--- src/rtl/lsu_initiator_pkg.sv ---
// Shared ISA constants for the decoder, the ALU and the load/store initiator.
package lsu_initiator_pkg;

    // Primary opcodes, instruction bits [31:26]
    localparam logic [5:0] OP_LW   = 6'b100011;
    localparam logic [5:0] OP_SW   = 6'b101011;
    localparam logic [5:0] OP_ADDI = 6'b001000;
    localparam logic [5:0] OP_BEQ  = 6'b000100;
    localparam logic [5:0] OP_JAL  = 6'b000011;
    localparam logic [5:0] OP_R    = 6'b000000;

    // Instruction field positions
    localparam int OP_HI  = 31;
    localparam int OP_LO  = 26;
    localparam int RS_HI  = 25;
    localparam int RS_LO  = 21;
    localparam int RT_HI  = 20;
    localparam int RT_LO  = 16;
    localparam int RD_HI  = 15;
    localparam int RD_LO  = 11;
    localparam int IMM_HI = 15;
    localparam int IMM_LO = 0;

    typedef enum logic {
        ST_IDLE = 1'b0,
        ST_REQ  = 1'b1
    } lsu_state_e;

    function automatic logic is_mem_op(input logic [5:0] op);
        return (op == OP_LW) || (op == OP_SW);
    endfunction

    function automatic logic [31:0] sext16(input logic [15:0] imm);
        return {{16{imm[15]}}, imm};
    endfunction

endpackage

--- src/rtl/lsu_queue.sv ---
// Request FIFO: two pushes per cycle (slot A lands before slot B), one pop,
// occupancy counter to tell full from empty, and a look-ahead read of the
// entry behind the head so the issuer can re-issue straight after an ack.
module lsu_queue #(
    parameter int DEPTH = 4,
    parameter int W     = 70
) (
    input  logic                     clk,
    input  logic                     rst,
    input  logic                     push_a,
    input  logic [W-1:0]             din_a,
    input  logic                     push_b,
    input  logic [W-1:0]             din_b,
    input  logic                     pop,
    output logic [W-1:0]             head,
    output logic [W-1:0]             next,
    output logic [$clog2(DEPTH):0]   count,
    output logic                     free2,
    output logic                     has_next,
    output logic                     empty
);

    localparam int PW = $clog2(DEPTH);
    localparam int CW = PW + 1;

    logic [W-1:0]  mem [DEPTH];
    logic [PW-1:0] head_ptr;
    logic [PW-1:0] head_nx;
    logic [PW-1:0] tail_ptr;
    logic [PW-1:0] tail_b;
    logic          pop_ok;

    assign pop_ok   = pop & ~empty;
    assign tail_b   = tail_ptr + PW'(push_a);
    assign head_nx  = head_ptr + PW'(1);
    assign head     = mem[head_ptr];
    assign next     = mem[head_nx];
    assign empty    = (count == '0);
    assign has_next = (count >= CW'(2));
    assign free2    = (count <= CW'(DEPTH - 2));

    // Storage write: slot B goes behind slot A when both push
    always_ff @(posedge clk) begin
        if (push_a) mem[tail_ptr] <= din_a;
        if (push_b) mem[tail_b]   <= din_b;
    end

    // Pointers wrap naturally at DEPTH (power of two); count tracks pushes - pop
    always_ff @(posedge clk) begin
        if (rst) begin
            head_ptr <= '0;
            tail_ptr <= '0;
            count    <= '0;
        end else begin
            head_ptr <= head_ptr + PW'(pop_ok);
            tail_ptr <= tail_ptr + PW'(push_a) + PW'(push_b);
            count    <= count + CW'(push_a) + CW'(push_b) - CW'(pop_ok);
        end
    end

endmodule

--- src/rtl/lsu_initiator.sv ---
// Load/store initiator: decodes lw/sw from two issue slots, queues them in
// program order and issues them one at a time on a valid/ack memory port.
// Load results come back as a single-cycle register write strobe.
module lsu_initiator
    import lsu_initiator_pkg::*;
#(
    parameter int QDEPTH = 4,
    parameter int AW     = 32
) (
    input  logic          clk,
    input  logic          rst,
    input  logic [31:0]   ins_a,
    input  logic [31:0]   base_a,
    input  logic [31:0]   wdata_a,
    input  logic          valid_a,
    input  logic [31:0]   ins_b,
    input  logic [31:0]   base_b,
    input  logic [31:0]   wdata_b,
    input  logic          valid_b,
    output logic          in_ready,
    output logic          mem_req,
    output logic          mem_we,
    output logic [AW-1:0] mem_addr,
    output logic [31:0]   mem_wdata,
    input  logic          mem_ack,
    input  logic [31:0]   mem_rdata,
    output logic [4:0]    wb_addr,
    output logic [31:0]   wb_data,
    output logic          wb_valid,
    output logic          busy
);

    // Entry layout: {we, addr, wdata, rt}
    localparam int EW = 1 + AW + 32 + 5;
    localparam int CW = $clog2(QDEPTH) + 1;

    logic [5:0]    op_a, op_b;
    logic          mem_a, mem_b;
    logic          push_a, push_b;
    logic [AW-1:0] addr_a, addr_b;
    logic [EW-1:0] ent_a, ent_b, ent_first;
    logic [EW-1:0] q_head, q_next;
    logic [CW-1:0] q_count;
    logic          q_free2, q_has_next, q_empty;
    logic          ack_fire;
    lsu_state_e    state;
    logic          unused_rs;

    assign op_a   = ins_a[OP_HI:OP_LO];
    assign op_b   = ins_b[OP_HI:OP_LO];
    assign mem_a  = valid_a & is_mem_op(op_a);
    assign mem_b  = valid_b & is_mem_op(op_b);
    assign push_a = in_ready & mem_a;
    assign push_b = in_ready & mem_b;

    // Effective address is formed once, at enqueue
    assign addr_a = AW'(base_a + sext16(ins_a[IMM_HI:IMM_LO]));
    assign addr_b = AW'(base_b + sext16(ins_b[IMM_HI:IMM_LO]));
    assign ent_a  = {op_a == OP_SW, addr_a, wdata_a, ins_a[RT_HI:RT_LO]};
    assign ent_b  = {op_b == OP_SW, addr_b, wdata_b, ins_b[RT_HI:RT_LO]};

    // Oldest entry accepted this cycle, used to issue straight out of an empty queue
    assign ent_first = push_a ? ent_a : ent_b;

    // rs field only matters upstream (operand read)
    assign unused_rs = ^{ins_a[RS_HI:RS_LO], ins_b[RS_HI:RS_LO]};

    assign in_ready = q_free2;
    assign busy     = (q_count != '0) | mem_req;
    assign ack_fire = (state == ST_REQ) & mem_req & mem_ack;

    lsu_queue #(
        .DEPTH (QDEPTH),
        .W     (EW)
    ) u_queue (
        .clk      (clk),
        .rst      (rst),
        .push_a   (push_a),
        .din_a    (ent_a),
        .push_b   (push_b),
        .din_b    (ent_b),
        .pop      (ack_fire),
        .head     (q_head),
        .next     (q_next),
        .count    (q_count),
        .free2    (q_free2),
        .has_next (q_has_next),
        .empty    (q_empty)
    );

    // Issue FSM: the head stays queued while outstanding and is popped on ack
    always_ff @(posedge clk) begin
        if (rst) begin
            state     <= ST_IDLE;
            mem_req   <= 1'b0;
            mem_we    <= 1'b0;
            mem_addr  <= '0;
            mem_wdata <= '0;
            wb_valid  <= 1'b0;
            wb_addr   <= '0;
            wb_data   <= '0;
        end else begin
            wb_valid <= 1'b0;
            case (state)
                ST_IDLE: begin
                    if (!q_empty) begin
                        mem_we    <= q_head[EW-1];
                        mem_addr  <= q_head[EW-2 -: AW];
                        mem_wdata <= q_head[36:5];
                        mem_req   <= 1'b1;
                        state     <= ST_REQ;
                    end else if (push_a | push_b) begin
                        mem_we    <= ent_first[EW-1];
                        mem_addr  <= ent_first[EW-2 -: AW];
                        mem_wdata <= ent_first[36:5];
                        mem_req   <= 1'b1;
                        state     <= ST_REQ;
                    end
                end
                ST_REQ: begin
                    if (ack_fire) begin
                        if (!q_head[EW-1]) begin
                            wb_addr  <= q_head[4:0];
                            wb_data  <= mem_rdata;
                            wb_valid <= (q_head[4:0] != 5'd0);
                        end
                        if (q_has_next) begin
                            mem_we    <= q_next[EW-1];
                            mem_addr  <= q_next[EW-2 -: AW];
                            mem_wdata <= q_next[36:5];
                        end else begin
                            mem_req <= 1'b0;
                            state   <= ST_IDLE;
                        end
                    end
                end
                default: begin
                    mem_req <= 1'b0;
                    state   <= ST_IDLE;
                end
            endcase
        end
    end

endmodule

--- config.mk ---
export PLATFORM = sky130hd
export DESIGN_NAME = lsu_initiator
export DESIGN_NICKNAME = d
export VERILOG_FILES = /design/src/rtl/lsu_initiator_pkg.sv /design/src/rtl/lsu_queue.sv /design/src/rtl/lsu_initiator.sv
export SDC_FILE = /design/constraint.sdc
export NUM_CORES = 1
export LEC_CHECK = 0
export BUFFER_PORTS_ARGS = -buffer_cell sky130_fd_sc_hd__buf_4
export CAP_MARGIN = 30
export CORE_ASPECT_RATIO = 0.75
export CORE_MARGIN = 10
export CORE_UTILIZATION = 35
export CTS_BUF_LIST = sky130_fd_sc_hd__clkbuf_8 sky130_fd_sc_hd__clkbuf_16
export DETAILED_ROUTE_END_ITERATION = 10
export PLACE_DENSITY = 0.5
export SLEW_MARGIN = 20
export SYNTH_ARGS = -nofsm -noshare
export SYNTH_HDL_FRONTEND = slang
export SYNTH_SLANG_ARGS = --single-unit
--- constraint.sdc ---
create_clock -name clk -period 23.7 [get_ports clk]
set_input_delay 2.37 -clock clk [delete_from_list [all_inputs] [get_ports clk]]
set_output_delay 2.37 -clock clk [all_outputs]
set_load 0.02 [all_outputs]
==> metrics.txt, run 1 <==
antenna violations before repair=1; synthesized area=24310 sq um; FF+latch count, synth=a little under 400; final WL=between 80 and 90 mm; chip height=248.3 um; Syn Nets=2862; routed vias/inst=between 5 and 6; Hold Buf Count CTS=0; HPWL after DPL=58.53 mm; Synth cell types=72; I/O pins=roughly 340; Initial Util=0.3542; Crit path largest cell delay=approximately 0.68 ns; Max FO, Critical Path=43; post-synth top area share=0.3458; Max Root-Sink Buffers=3; met3 WL=6.521 mm; Residual DRC=0; GR Overflow Total=0; Max Fclk=around 0.14 GHz; CP Class=input pin to flop; Cell Count, Final, Fillers Out=around 3800; outcome=complete, no violations; TritonCTS clock tree=done; total number of vias=between 20000 and 25000; Worst Path Required=23.89 ns; relative slew slack=0.2789; RSZ-0062 raised after global routing=false; Worst Tran Pin Value=~1.1 ns; Clk Latency, worst-skew pair=0.58 ns; Top cell by count, worst path=buf_4; vias in the first global route=a little over 20000; Ys Warns=0; htree depth=2; Final period util=0.2953; setup TNS=0 ns; critical path arrival=7.19 ns; hold crit path type=flop to flop; PwrDens=roughly 62 nW/um^2; Area growth, synth to finish=20.66%; Port Buffers=324; Synth area leader=edfxtp_1; worst clock skew=0.02673 ns; Post-DRT Antenna Nets=0; overall routing resource usage=0.2103; Hold Vio Cnt, Final=0; maximum vdd drop=about 0.046 mV; DR top layer=met4; asr flop ratio synth=0; chip width=around 320 um; GP Congestion=0.8569; drt pass-1 iters=6; slowest CP cell=buf_4; layout cells sized above 1=0.2188; EDFF count, synth=280; Seq/Total Area, Yosys=0.4381; CP cell instances=buf_4 -> nand4b_1 -> nor3b_1 -> nand2_2 -> inv_2 -> ha_1 -> xnor2_1 -> nand2_2 -> buf_4 -> o31ai_4 -> buf_4; post-DR wirelength/cell=roughly 23 um; crit start category=input pin; Synth Instances=2562; fin nets=~3100; max-cap viol count=0; max-slew violation count=0; Placeable Area=a little under 70000 sq um; met2 wire len=40.86 mm; dominant cells by area after synthesis=edfxtp_1 (35%), mux4_2 (13%), nand2_1 (12%); first-pass GRT wire length=131.0 mm; post-CTS sizing=0; Sink Count=392; clock slew at reported path FFs=roughly 0.060 ns; postcts setup bufs=0; Detailed Route Iter0 Violations=roughly 1700; CTS root buf=clkbuf_16; leakage power=approximately 11 nW; Mapped Avg Cell Area=between 9 and 10 sq um; count of final setup violators=0; routed length on met1=39.56 mm; Site Rows=83; Most used DFF post-synth=edfxtp_1; placed cells=3683; Worst Setup End Kind=flop; pin count of the biggest net entering global routing=70; die area=roughly 81000 sq um; CTS buffer count=between 40 and 50; Final min period=roughly 7 ns
==> routing by layer <==
metal  vias to the layer above  GRT usage
li1                       9837          -
met1                     10390     0.2921
met2                       811     0.3414
met3                       121    0.03534
met4                         0    0.04847
met5                         -          0
==> synthesized netlist by cell type, drive strengths merged (5+ instances only) <==
cell type / number
xnor2: 34
nor3: 73
nand2b: 7
o21ai: 150
nand3: 32
o31a: 5
inv: 22
o21bai: 10
and2: 14
and3: 12
nor2b: 9
o31ai: 6
buf: 36
a311oi: 41
o211ai: 27
nor4: 6
dfxtp: 112
mux2: 5
mux4: 135
a221oi: 6
or2: 6
a211oi: 57
or3: 10
nor2: 174
o21a: 10
mux2i: 26
a31oi: 16
a21oi: 129
a21o: 26
ha: 67
clkbuf: 139
nand2: 784
edfxtp: 280
nand4: 11
xor2: 21
==> cell type report <==
cell class                      instances  area (sq um)
Tap cell                              935          1170
Multi-Input combinational cell       1972         12970
Fill cell                            6596         39310
Timing Repair Buffer                  366          2820
Sequential cell                       392         10660
Clock inverter                         21         171.4
Clock buffer                           64          1444
Inverter                               23         86.33
Antenna cell                            3         7.507
==> cell families (layout without fill, tap and decap cells) <==
family	count (synthesis)	in the layout	synth area share
muxes	166	166	0.1381
AOI/OAI and AO/OA	530	530	0.1407
buffers and inverters	198	474	0.03227
other	0	3	0
DFF	392	392	0.4381
xor gates and xnor gates	55	55	0.01981
and+or+nand+nor	1150	1150	0.1933
adders and majority gates	71	71	0.03777
==> flip-flops by register name (all words and copies together), names as in the netlist <==
| register | count |
|---|---|
| u_queue.mem | 280 |
| mem_addr | 32 |
| mem_wdata | 32 |
| wb_data | 32 |
| wb_addr | 5 |
| u_queue.count | 3 |
| u_queue.head_ptr | 2 |
| u_queue.tail_ptr | 2 |
| mem_req | 1 |
| mem_we | 1 |
| state | 1 |
| wb_valid | 1 |
==> power breakdown <==
group | internal, W | switching, W
Clock | 0.000456 | 0.000297
Sequential | 0.000754 | 0.00000906
Combinational | 0.000121 | 0.000196
==> worst paths after layout <==
path	start	endpoint	slack, ns	depth (start not counted)
setup / recovery	ins_a[28]	u_queue.mem[0][48]$_DFFE_PP_	16.70	11
setup reg to reg	u_queue.count[1]$_SDFF_PP0_	u_queue.mem[0][48]$_DFFE_PP_	18.50	11
hold / removal	wb_data[13]$_SDFFE_PP0P_	wb_data[13]$_SDFFE_PP0P_	0.46	2
hold reg to reg	wb_data[13]$_SDFFE_PP0P_	wb_data[13]$_SDFFE_PP0P_	0.46	2
==> through the flow <==
step	instance area (sq um)	total power [W]	setup slack [ns]	hold slack (ns)	utilization
floorplan	24310	0.0009626	14.41	0.5304	-
global placement	27580	0.001085	16.16	0.4429	0.4018
detailed placement	27640	0.001092	16.12	0.4506	0.4027
CTS	29260	0.001846	16.71	0.4588	0.4262
global route	29330	0.001908	16.35	0.4783	0.4272
finish	29340	0.001833	16.70	0.4558	0.4274
==> critical path, delay by kind of cell <==
family,cells,cell delay (ns)
AND/OR/NAND/NOR,4,2.12
buffers and inverters,4,1.88
AO/OA/AOI/OAI,1,0.14
adder cells (fa/ha/maj),1,0.29
XOR/XNOR,1,0.31
==> cell usage in the layout (no fill, tap or decap), types with 32 or more instances in the layout <==
master,Yosys,layout
a311oi_1,41,41
mux4_2,135,135
a211oi_1,57,56
nand3_1,32,32
inv_1,22,32
edfxtp_1,280,280
xnor2_1,34,34
a21oi_1,126,126
dfxtp_1,112,109
nor2_1,174,170
o21ai_0,146,145
clkbuf_16,0,50
ha_1,67,67
nor3_1,73,70
buf_4,1,360
nand2_1,784,777
Power figures use the tool's default switching activity.
==> run 2: changes to the inputs <==
--- a/config.mk
+++ b/config.mk
@@ -12,7 +12,7 @@
 export CORE_UTILIZATION = 35
 export CTS_BUF_LIST = sky130_fd_sc_hd__clkbuf_8 sky130_fd_sc_hd__clkbuf_16
 export DETAILED_ROUTE_END_ITERATION = 10
-export PLACE_DENSITY = 0.5
+export PLACE_DENSITY = 0.52
 export SLEW_MARGIN = 20
 export SYNTH_ARGS = -nofsm -noshare
 export SYNTH_HDL_FRONTEND = slang
==> constraint.sdc (replaced) <==
create_clock -name clk -period 5.8 [get_ports clk]
set_input_delay 0.58 -clock clk [delete_from_list [all_inputs] [get_ports clk]]
set_output_delay 0.58 -clock clk [all_outputs]
set_load 0.02 [all_outputs]
==> metrics.txt, run 2 (synthesized netlist as in run 1, its figures left out) <==
final WL=88.68 mm (was 88.57 mm); fin worst setup slack=1.830 ns (was 16.70 ns); Reg with most FFs=u_queue.mem (unchanged); CTS root buf=clkbuf_16 (unchanged); postcts setup bufs=0 (unchanged); hold path startpoint=mem_rdata[22] (was wb_data[13]$_SDFFE_PP0P_); max-slew violation count=0 (unchanged); Sink Count=392 (unchanged); PwrDens=245.7 nW/um^2 (was 62.49 nW/um^2); chip height=248.3 um (unchanged); area of the multi-input gates=12990 sq um (was 12970 sq um); fillers=6615 (was 6596); Finished Cell Area=29270 sq um (was 29340 sq um); Power, Total=0.007190 W (was 0.001833 W); Max Fclk=roughly 0.25 GHz; pin count of the biggest net entering global routing=93 (was 70); Sequential cell area=10660 sq um (unchanged); Hold EP=wb_data[22]$_SDFFE_PP0P_ (was wb_data[13]$_SDFFE_PP0P_); RR Startpoint=u_queue.count[1]$_SDFF_PP0_ (unchanged); CP Class=input pin to flop (unchanged); Detailed Route Iter0 Violations=1894 (was 1727); clock slew at reported path FFs=0.06 ns (about the same); Residual DRC=0 (unchanged); HPWL after DPL=58.90 mm (was 58.53 mm); CTS buffer count=45 (was 47); Post-Place Worst Slack=1.282 ns (was 16.12 ns); die area=80510 sq um (unchanged); RSZ-0062 raised after global routing=false (unchanged); post-CTS sizing=0 (unchanged); Final period util=0.6845; Hold Worst Slack=0.2595 ns (was 0.4558 ns); drt pass-1 iters=6 (unchanged); crit start category=input pin (unchanged); post-DR wirelength/cell=23.45 um (was 23.46 um); R2R depth=10 (was 11); Post-DRT Antenna Nets=0 (unchanged); antenna violations before repair=8 (was 1); Worst Tran Pin Value=1.032 ns (was 1.072 ns); total number of vias=21270 (was 21160); layout cells sized above 1=0.2169 (was 0.2188); leakage power=11.20 nW (was 11.22 nW); most frequent cells in the layout=nand2_1 (777), buf_4 (359), edfxtp_1 (280) (was nand2_1 (777), buf_4 (360), edfxtp_1 (280)); worst clock skew=0.02254 ns (was 0.02673 ns); maximum vdd drop=0.1678 mV (was 0.04587 mV); max reg flops=280 (unchanged); count of final setup violators=0 (unchanged); commonest non-fill, non-tap cell in the layout=nand2_1 (unchanged); max-cap viol count=0 (unchanged); Initial Util=0.3542 (unchanged); setup TNS=0 ns (unchanged); Site Rows=83 (unchanged); relative slew slack=0.3044 (was 0.2789); R2R Setup Slk=2.09 ns (was 18.50 ns); routed vias/inst=5.624 (was 5.603); fin nets=3105 (was 3102); first-pass GRT wire length=131.8 mm (was 131.0 mm); Hold Buf Count CTS=0 (unchanged); Clk Latency, worst-skew pair=0.59 ns (was 0.58 ns); GP Congestion=0.8789 (was 0.8569); Area growth, synth to finish=20.39% (was 20.66%); hold crit path type=input pin to flop (was flop to flop); chip width=324.3 um (unchanged); I/O pins=335 (unchanged); critical path arrival=4.27 ns (was 7.19 ns); Hold Vio Cnt, Final=0 (unchanged); vias in the first global route=20800 (was 20500); overall routing resource usage=0.2105 (was 0.2103); Area after DPL=27800 sq um (was 27640 sq um); Max FO, Critical Path=5 (was 43); Final min period=~4.0 ns; Placeable Area=68640 sq um (unchanged); TritonCTS clock tree=done (unchanged); Worst Path Required=6.10 ns (was 23.89 ns); R2R Path End=u_queue.mem[3][48]$_DFFE_PP_ (was u_queue.mem[0][48]$_DFFE_PP_); hold path depth=3 (was 2); GR Overflow Total=0 (unchanged); htree depth=2 (unchanged); outcome=complete, no violations (unchanged); Max Root-Sink Buffers=3 (unchanged); Port Buffers=324 (unchanged); Worst Setup End Kind=flop (unchanged)
[run 2: changes by cell type in the layout (fill, tap and decap cells not counted), moves of 3 or more]
cell       delta
buf_12        +8
bufinv_16     -3
clkbuf_8      -8
diode_2       +3
inv_1         +6
[run 2: final cells by class]
type | count | share of cell area
timing repair buffer | 371 | 0.1003
clock inverter | 28 | 0.004489
sequential | 392 | 0.3643
inverter | 23 | 0.002950
tap | 935 | 0.03997
clock buffer | 54 | 0.04386
multi-input combinational | 1972 | 0.4437
antenna | 6 | 0.0005130
[run 2: critical path, cell delays in order]
cell	delay (ns)
buf_4	0.11
ha_1	0.22
fa_1	0.47
a211oi_1	0.55
o21ai_0	0.34
a21oi_1	0.47
o21ai_0	0.18
o21ai_0	0.57
o211a_1	0.28
xor2_1	0.36
o21ai_0	0.15
[run 2: routing by layer]
layer,global-route usage,up-vias,wire length (um)
li1,-,9847,-
met1,0.2843,10310,38370
met3,0.04912,122,8207
met2,0.3354,983,40120
met5,0,-,17
met4,0.06025,4,1967
[run 2: metrics by stage]
| stage | utilization | std cells |
|---|---|---|
| after CTS | 0.4256 | 3771 |
| after global placement | 0.4037 | 3685 |
| after floorplan | - | 2562 |
| final | 0.4264 | 3781 |
| after global routing | 0.4263 | 3779 |
| after detailed placement | 0.4049 | 3689 |
[run 2: report_power, final]
group	internal (W)	switching (W)	leakage, nW	total (W)
sequential	0.00308	0.0000401	3.42	0.00312
clock	0.00157	0.00120	0.758	0.00277
combinational	0.000496	0.000805	7.02	0.00130
[run 2: worst max-delay path by stage]
stage / slack, ns / endpoint / startpoint
3_3_place_gp: 1.28 / u_queue.mem[1][67]$_DFFE_PP_ / ins_b[0]
6_report: 1.83 / u_queue.mem[2][67]$_DFFE_PP_ / ins_b[0]
5_1_grt: 1.64 / u_queue.mem[1][67]$_DFFE_PP_ / ins_b[0]
3_5_place_dp: 1.28 / u_queue.mem[0][67]$_DFFE_PP_ / ins_b[0]
4_1_cts: 1.89 / u_queue.mem[0][67]$_DFFE_PP_ / ins_b[0]
2_1_floorplan: 0.27 / u_queue.mem[2][0]$_DFFE_PP_ / ins_a[28]
